==> config.mk <==
export PLATFORM = sky130hd
export DESIGN_NAME = uart_hex_streamer
export DESIGN_NICKNAME = d
export VERILOG_FILES = /design/src/rtl/uart_hex_pkg.sv /design/src/rtl/sync_fifo.sv /design/src/rtl/uart_hex_streamer.sv
export SDC_FILE = /design/constraint.sdc
export NUM_CORES = 1
export LEC_CHECK = 0
export BUFFER_PORTS_ARGS = -buffer_cell sky130_fd_sc_hd__buf_2
export CAP_MARGIN = 20
export CORE_AREA = 2 2 159 99
export CTS_CLUSTER_DIAMETER = 60
export DETAILED_ROUTE_END_ITERATION = 16
export DIE_AREA = 0 0 161 101
export PLACE_DENSITY = 0.83
export SLEW_MARGIN = 20
export SYNTH_ARGS = -nofsm -noshare
export SYNTH_HDL_FRONTEND = slang
export SYNTH_SLANG_ARGS = --single-unit
==> constraint.sdc <==
create_clock -name clk -period 6.6 [get_ports clk]
set_input_delay 0.66 -clock clk [delete_from_list [all_inputs] [get_ports clk]]
set_output_delay 0.66 -clock clk [all_outputs]
set_load 0.02 [all_outputs]
==> src/rtl/uart_hex_pkg.sv <==
// Shared types and helpers for the UART hex-record transmitter: serialiser
// states, line terminator codes and the nibble-to-ASCII mapping.
package uart_hex_pkg;

    typedef enum logic [1:0] {
        IDLE  = 2'd0,
        START = 2'd1,
        DATA  = 2'd2,
        STOP  = 2'd3
    } tx_state_t;

    localparam logic [7:0] ASCII_LF = 8'h0A;
    localparam logic [7:0] ASCII_CR = 8'h0D;

    // 0-9 -> '0'..'9', 10-15 -> 'A'..'F'
    function automatic logic [7:0] nibble_to_ascii(input logic [3:0] nib);
        if (nib < 4'd10) return 8'h30 + {4'h0, nib};
        else             return 8'h37 + {4'h0, nib};
    endfunction

endpackage

==> src/rtl/sync_fifo.sv <==
// Single-clock FIFO with occupancy count; a push when full or a pop when
// empty is ignored. DEPTH must be a power of two so the pointers wrap freely.
module sync_fifo #(
    parameter int WIDTH = 8,
    parameter int DEPTH = 4
) (
    input  logic                   clk,
    input  logic                   rst,
    input  logic                   push,
    input  logic [WIDTH-1:0]       wdata,
    input  logic                   pop,
    output logic [WIDTH-1:0]       rdata,
    output logic [$clog2(DEPTH):0] level,
    output logic                   full,
    output logic                   empty
);
    localparam int AW = $clog2(DEPTH);
    localparam logic [AW:0] LEVEL_FULL = (AW+1)'(DEPTH);

    logic [WIDTH-1:0] mem [DEPTH];
    logic [AW-1:0]    wr_ptr;
    logic [AW-1:0]    rd_ptr;
    logic             do_push;
    logic             do_pop;

    assign full    = (level == LEVEL_FULL);
    assign empty   = (level == '0);
    assign do_push = push && !full;
    assign do_pop  = pop && !empty;
    assign rdata   = mem[rd_ptr];

    always_ff @(posedge clk) begin
        if (do_push) mem[wr_ptr] <= wdata;
    end

    always_ff @(posedge clk) begin
        if (rst) begin
            wr_ptr <= '0;
            rd_ptr <= '0;
            level  <= '0;
        end else begin
            if (do_push) wr_ptr <= wr_ptr + 1'b1;
            if (do_pop)  rd_ptr <= rd_ptr + 1'b1;
            case ({do_push, do_pop})
                2'b10:   level <= level + 1'b1;
                2'b01:   level <= level - 1'b1;
                default: level <= level;
            endcase
        end
    end

endmodule

==> src/rtl/uart_hex_streamer.sv <==
// Buffered UART transmitter: each queued DATA_W-bit record goes out as
// uppercase hex digits (MSB nibble first) plus LF or CR+LF, 8N1.
module uart_hex_streamer
    import uart_hex_pkg::*;
#(
    parameter int CLK_FREQ   = 200_000_000,
    parameter int BAUD       = 115200,
    parameter int DATA_W     = 40,
    parameter int FIFO_DEPTH = 4,
    parameter int CRLF       = 0
) (
    input  logic                          clk,
    input  logic                          rst,
    input  logic [DATA_W-1:0]             data,
    input  logic                          data_valid,
    output logic                          data_ready,
    output logic                          dropped,
    output logic [$clog2(FIFO_DEPTH):0]   fifo_level,
    output logic                          tx,
    output logic                          busy,
    output logic [1:0]                    state_dbg
);
    localparam int CLKS_PER_BIT = CLK_FREQ / BAUD;
    localparam int NCHAR        = DATA_W / 4;
    localparam int CW           = $clog2(CLKS_PER_BIT);
    localparam int CIW          = $clog2(NCHAR + 2);
    localparam bit USE_CRLF     = (CRLF != 0);
    localparam logic [CW-1:0]  BIT_LAST  = CW'(CLKS_PER_BIT - 1);
    localparam logic [CIW-1:0] NCHAR_I   = CIW'(NCHAR);
    localparam logic [CIW-1:0] LAST_CHAR = CIW'(NCHAR + (USE_CRLF ? 1 : 0));

    generate
        if ((DATA_W % 4) != 0 || DATA_W < 4) begin : g_bad_data_w
            $error("uart_hex_streamer: DATA_W must be a multiple of 4 and >= 4");
        end
        if (FIFO_DEPTH < 2 || (FIFO_DEPTH & (FIFO_DEPTH - 1)) != 0) begin : g_bad_depth
            $error("uart_hex_streamer: FIFO_DEPTH must be a power of 2 and >= 2");
        end
        if (CLKS_PER_BIT < 2) begin : g_bad_baud
            $error("uart_hex_streamer: CLK_FREQ/BAUD must be at least 2");
        end
    endgenerate

    tx_state_t         state;
    logic [CW-1:0]     clk_count;
    logic [2:0]        bit_idx;
    logic [CIW-1:0]    char_idx;
    logic [DATA_W-1:0] record_reg;
    logic [7:0]        tx_byte;
    logic [DATA_W-1:0] fifo_rdata;
    logic              fifo_full;
    logic              fifo_empty;
    logic              push;
    logic              pop;
    logic              bit_done;
    logic [DATA_W-1:0] shifted;
    logic [CIW-1:0]    next_idx;
    logic [7:0]        next_byte;

    // Handshake: a word transfers on a rising edge where data_valid && data_ready;
    // data_ready depends only on the stored level, never on data_valid.
    assign data_ready = !fifo_full;
    assign push       = data_valid && data_ready;
    assign pop        = (state == IDLE) && !fifo_empty;
    assign busy       = (state != IDLE) || (fifo_level != '0);
    assign bit_done   = (clk_count == BIT_LAST);
    assign state_dbg  = state;

    sync_fifo #(
        .WIDTH (DATA_W),
        .DEPTH (FIFO_DEPTH)
    ) u_fifo (
        .clk   (clk),
        .rst   (rst),
        .push  (push),
        .wdata (data),
        .pop   (pop),
        .rdata (fifo_rdata),
        .level (fifo_level),
        .full  (fifo_full),
        .empty (fifo_empty)
    );

    // The record shifts left one nibble per character, so the next digit is
    // always the top nibble of the shifted value.
    always_comb begin
        shifted   = record_reg << 4;
        next_idx  = char_idx + 1'b1;
        next_byte = ASCII_LF;
        if (next_idx < NCHAR_I)
            next_byte = nibble_to_ascii(shifted[DATA_W-1 -: 4]);
        else if (next_idx == NCHAR_I && USE_CRLF)
            next_byte = ASCII_CR;
    end

    always_ff @(posedge clk) begin
        if (rst) begin
            state      <= IDLE;
            tx         <= 1'b1;
            dropped    <= 1'b0;
            clk_count  <= '0;
            bit_idx    <= '0;
            char_idx   <= '0;
            record_reg <= '0;
            tx_byte    <= '0;
        end else begin
            dropped <= data_valid && !data_ready;

            // Line level follows the state one cycle later, so each bit keeps
            // its full CLKS_PER_BIT width.
            case (state)
                START:   tx <= 1'b0;
                DATA:    tx <= tx_byte[bit_idx];
                default: tx <= 1'b1;
            endcase

            case (state)
                IDLE: begin
                    if (!fifo_empty) begin
                        record_reg <= fifo_rdata;
                        tx_byte    <= nibble_to_ascii(fifo_rdata[DATA_W-1 -: 4]);
                        char_idx   <= '0;
                        clk_count  <= '0;
                        state      <= START;
                    end
                end
                START: begin
                    if (bit_done) begin
                        clk_count <= '0;
                        bit_idx   <= '0;
                        state     <= DATA;
                    end else begin
                        clk_count <= clk_count + 1'b1;
                    end
                end
                DATA: begin
                    if (bit_done) begin
                        clk_count <= '0;
                        if (bit_idx == 3'd7) state <= STOP;
                        else bit_idx <= bit_idx + 1'b1;
                    end else begin
                        clk_count <= clk_count + 1'b1;
                    end
                end
                STOP: begin
                    if (bit_done) begin
                        clk_count <= '0;
                        if (char_idx < LAST_CHAR) begin
                            char_idx   <= next_idx;
                            record_reg <= shifted;
                            tx_byte    <= next_byte;
                            state      <= START;
                        end else begin
                            state <= IDLE;
                        end
                    end else begin
                        clk_count <= clk_count + 1'b1;
                    end
                end
                default: state <= IDLE;
            endcase
        end
    end

endmodule

Yosys cells after proc, flatten, opt, wreduce, memory -nomap -nowiden
Memories as Yosys holds them, arrays and structs flattened. A register that Yosys moved wholly into a read port is not among the register bits. Cells that the tools add are included.

Register bits after elaboration: 73. Memory bits (writable): 160. Output and inout port bits: 9. Logic and storage cells: 99. Memories: 1.

$add $sub $neg: 11. $lt $le $gt $ge: 5. Equality and inequality tests: 15. Mux-type cells: 37. Reductions and logical operators: 19.

Memories: u_fifo.mem (depth 4, bits a word 40, read ports 1, clocked after memory_dff 1, wr ports 1, RTL line sync_fifo.sv:20) `logic [WIDTH-1:0] mem [DEPTH];`.

Operators by type and width (count): $mux 36 (3); $pmux 36 s2 (1); $mux 8 (4); $add 6x4->7 const A (4); $mux 11 (2); $pmux 11 s2 (1); $lt 4x4->1 const B (4); $pmux 8 s2 (1); $mux 2 (7); $mux 7 (2); $ne 2x2->1 const B (7); $mux 4 (3); $pmux 3 s2 (2); $add 11x1->11 const B (1); $eq 11x11->1 const B (1); $mux 3 (3); $pmux 2 s4 (1); $pmux 4 s2 (1); $reduce_and 4->1 (2); $reduce_bool 2->1 (4); $add 3x1->3 const B (2); $eq 2x2->1 const B (3); $eq 3x3->1 const B (2); $logic_and 1x1->1 (5); other kinds (15) (21).

Depth between registers and ports, before layout
Word-level depth: 6. Gate-level depth with buffers: 10.

By module
From an unflattened synthesis, not the netlist that was laid out.

Cells, all modules: 657. Area, all modules: 9826.9 um^2.

Modules (own cells, without submodules): sync_fifo (instances 1, cells each 263, area each 6304.8 um^2, seq. area each 4984.8 um^2); uart_hex_streamer (instances 1, cells each 394, area each 3522.1 um^2, seq. area each 1301.2 um^2).

Least setup slack after synthesis
No wires, ideal clock.

Path kind: register to register. Start: register u_fifo.level[1]. End: memory u_fifo.mem[0][0] in the netlist's numbering (enable). Data arrival time: 1.968 ns. Data required time: 6.199 ns. Slack: 4.230 ns. Cell stages (with the launch flop): 4. Path buffers: 0. Path through: dfxtp_1 > inv_1 > nand3_1 > and3_1.

Word-level cells in the longest chain between the ends: 6.

Ends and longest elaborated chain: start, declared (RTL line sync_fifo.sv:13) `output logic [$clog2(DEPTH):0] level,`; start signal, assigned (RTL line sync_fifo.sv:45) `2'b10: level <= level + 1'b1;`; start signal, assigned (RTL line sync_fifo.sv:46) `2'b01: level <= level - 1'b1;`; start signal, assigned (RTL line sync_fifo.sv:47) `default: level <= level;`; $eq 3x3->1 * (RTL line sync_fifo.sv:26) `assign full = (level == LEVEL_FULL);`; $logic_not 1->1 * (RTL line uart_hex_streamer.sv:62) `assign data_ready = !fifo_full;`; via data_ready (RTL line uart_hex_streamer.sv:16) `output logic data_ready,`; $logic_and 1x1->1 (RTL line uart_hex_streamer.sv:63) `assign push = data_valid && data_ready;`; $logic_and 1x1->1 * (RTL line sync_fifo.sv:28) `assign do_push = push && !full;`; $mux 1 * (RTL line sync_fifo.sv:33) `if (do_push) mem[wr_ptr] <= wdata;`; $mux 1 (not written as such) * (RTL line sync_fifo.sv:33); end, declared (RTL line sync_fifo.sv:20).

Mark *: on every way through the listed nets, which the timed path passes. The rest lies on a longest branch.

Worst setup path after layout
Start: register state[0], in the netlist state_dbg[0]. End: register record_reg[25].

Word-level cells in the longest chain between the ends: 3.

Ends and longest elaborated chain: start, declared (RTL line uart_hex_streamer.sv:44) `tx_state_t state;`; start signal, assigned (RTL line uart_hex_streamer.sv:98) `state <= IDLE;`; start signal, assigned (RTL line uart_hex_streamer.sv:124) `state <= START;`; start signal, assigned (RTL line uart_hex_streamer.sv:131) `state <= DATA;`; $eq 2x2->1 / $logic_not 2->1 (equally long branches) (RTL line uart_hex_streamer.sv:117) `case (state)`; $ne 2x2->1 (no source line) / $reduce_bool 2->1 (equally long branches); $reduce_and 4->1 (no source line); end signal, assigned (RTL line uart_hex_streamer.sv:120) `record_reg <= fifo_rdata;`; end signal, assigned (RTL line uart_hex_streamer.sv:150) `record_reg <= shifted;`; end, declared (RTL line uart_hex_streamer.sv:48) `logic [DATA_W-1:0] record_reg;`.

Several ways; a longest one is shown, not always the timed one. A chain may end at the register's enable or synchronous reset.

==> results.yml <==
route:
  drt-pass1-iter-count: 7
  antenna_left: 0
  wl_per_cell_um: 19.8
  routed_wirelength_mm: 18.3
  drt_iter0_drc: 674
  vias: 5640
  vias_per_cell: 6.10
  drc: 0
clock_tree:
  cts_num_sinks: 234
  clock_latency_ps: 510
  ctsHtreeMaxLevel: 1
  cts_tree: "built"
  clockBufferDepth: 3
  root_buffer: "clkbuf_16"
  postCtsSetupBuffers: 0
  holdBufCountCts: 0
  cts_buffers: 21
  ctsResizeCount: 0
  cts.clk_slew.worst_paths_ps: 70
global_route:
  grt.total_usage: 0.236
  antenna_found_initial: 0
  overflow: 0
  grt_pass1_vias: 5752
  grt_pass1_wl_mm: 29.7
  grt_max_degree: 81
timing:
  worstMarginPinSlew_ps: 827
  fin_skew_ps: 16.2
  setup_viol: 0
  relSlewSlack: 0.449
  finalHoldViolCount: 0
  timing.fmax_mhz: 319
  post-route-min-period_ps: 3130
  drv_slew: 0
  post-route-period-util: 0.474
  setup-tns-final_ps: 0
  rsz0062_at_grt: "false"
  hold_ws_ps: 366
critical_path:
  path_buf_inv: 3
  cp_cell_sequence: "ha_1, buf_4, inv_2, nand3_1, o31ai_4, buf_4, nor2_1, a311oi_1"
  end_kind: "flop"
  required_ps: 6980
  reg2reg_depth: 8
  start_kind: "flop"
  slowest_stage: "buf_4"
  cp_max_fo: 80
  arrival_ps: 3520
  crit_cells: 8
  path_class: "reg -> reg"
  path_common_cell: "buf_4"
  path_delay_family: "buffers and inverters"
  slowest_delay_ps: 620
synth:
  ys.flop_type: "edfxtp_1"
  synth_area_mm2: 0.00946
  synth_area_leaders: "edfxtp_1 (51%), dfxtp_1 (16%), mux4_2 (9.8%)"
  syn_inst: 668
  synth_nets: 728
  synth_cell_types: 50
  synth.most_common_cell: "edfxtp_1"
  synth_seq_cells: 234
  synthArstFlopShare: 0
  synth_top_area_share: 0.508
  synth-edff-count: 160
  syn_area_per_cell_um2: 14.2
  synth_top_area_cell: "edfxtp_1"
  ys_warn_count: 0
  synth_commonest_cells: "edfxtp_1 (160), nand2_1 (85), dfxtp_1 (74)"
  synth_seq_area_share: 0.665
min_path:
  whs_path_depth: 1
  hold_path.class: "in -> reg"
pwr:
  power.share.switching: 0.336
  clockPowerShare: 0.259
  netSwitchingPower_w: 0.00154
  seq_power_share: 0.427
  combPwrFrac: 0.314
  p_per_area_mw_per_mm2: 436
  p_leak_nw: 3.63
  ir_drop_mv: 0.404
  intPower_w: 0.00304
finish:
  area_growth_pct: 11.1
  largest_reg_flops: 160
  fillers: 959
  fin_nets: 767
  finish.utilization: 0.705
  antenna_cells: 0
  drive_gt1_frac: 0.194
  layout.area.seq_mm2: 0.00629
  multi_input_area_mm2: 0.00295
floorplan:
  fp.dieH_um: 101
  ios: 52
  row_count: 35
  initial_core_util: 0.635
  die_w_um: 161
  design.core.area_mm2: 0.0149
  die-area_mm2: 0.0163
placement:
  place.gp.congestion: 0.812
  dp_hpwl_mm: 10.9
  port_buffers: 51
job:
  maxCapViolCount: 0
outcome:
  status: "complete, no violations"
power groups by stage:
| stage | combinational [W] | clock (W) | sequential, W |
|---|---|---|---|
| after global placement | 0.00132 | 0 | 0.00197 |
| after floorplan | 0.00111 | 0 | 0.00196 |
| after detailed placement | 0.00140 | 0 | 0.00199 |
| after CTS | 0.00143 | 0.00120 | 0.00196 |
| after global routing | 0.00160 | 0.00126 | 0.00198 |
| final | 0.00144 | 0.00119 | 0.00196 |
cell usage in the layout (no fill, tap or decap), types with 2 or more instances in the layout:
cell       count
nand3b_1       2
clkinv_2       5
clkbuf_1       3
nand4_1        3
edfxtp_1     160
nand2_1       85
a31o_2         2
mux2i_1        6
bufinv_16      2
buf_2         50
a22oi_1        4
xor2_1         5
nor3_1         4
inv_2          2
a311oi_1      38
and4bb_2       2
dfxtp_1       73
and3_1         2
mux4_2        41
nor2b_1        2
a21oi_1       22
a21o_1         2
ha_1          16
and2_1         5
xnor2_1        4
inv_1         15
o211ai_1       2
o21ai_0       15
clkbuf_16     21
and3_4         4
buf_4          5
nand3_1       14
a211oi_1       4
clkinv_1       4
or4_1          2
nor3b_1        3
nor2_1        72
routing by layer:
layer  vias up  GRT usage  share of wire
li1       2620          -              -
met1      2785      0.331           0.45
met2       197      0.384           0.47
met3        38     0.0461          0.060
met4         0     0.0673          0.024
met5         -          0              0
kinds of logic after synthesis:
family | after synthesis | synth area share
flip-flops | 234 | 0.665
AND/OR/NAND/NOR | 205 | 0.0965
adder cells (fa/ha/maj) | 17 | 0.0233
AO/OA/AOI/OAI | 100 | 0.0778
multiplexers | 47 | 0.104
XOR/XNOR | 9 | 0.00834
buffers and inverters | 56 | 0.0253
stage by stage:
stage	instance area, um^2	setup slack (ps)	cells	power, W
2_1_floorplan	9460	4230	668	0.00307
3_3_place_gp	9830	3760	887	0.00329
3_5_place_dp	9830	3640	887	0.00339
4_1_cts	10500	3470	924	0.00459
5_1_grt	10500	3200	924	0.00484
6_report	10500	3470	924	0.00458
area by class of cell:
cell class,count,share of cell area
Sequential cell,234,0.599
Multi-Input combinational cell,378,0.281
Clock buffer,25,0.0524
Timing Repair Buffer,55,0.0274
Tap cell,203,0.0242
Clock inverter,12,0.0104
Inverter,17,0.00608
final timing paths:
path | endpoint | from | slack, ps
min | u_fifo.mem[2][29]$_DFFE_PP_ | data[29] | 370
max reg2reg | record_reg[25]$_SDFFE_PP0P_ | state_dbg[0]$_SDFFE_PP0P_ | 3470
max | record_reg[25]$_SDFFE_PP0P_ | state_dbg[0]$_SDFFE_PP0P_ | 3470
min reg2reg | record_reg[2]$_SDFFE_PP0P_ | record_reg[2]$_SDFFE_PP0P_ | 460
Note: power is estimated with default switching activity, not from simulation.
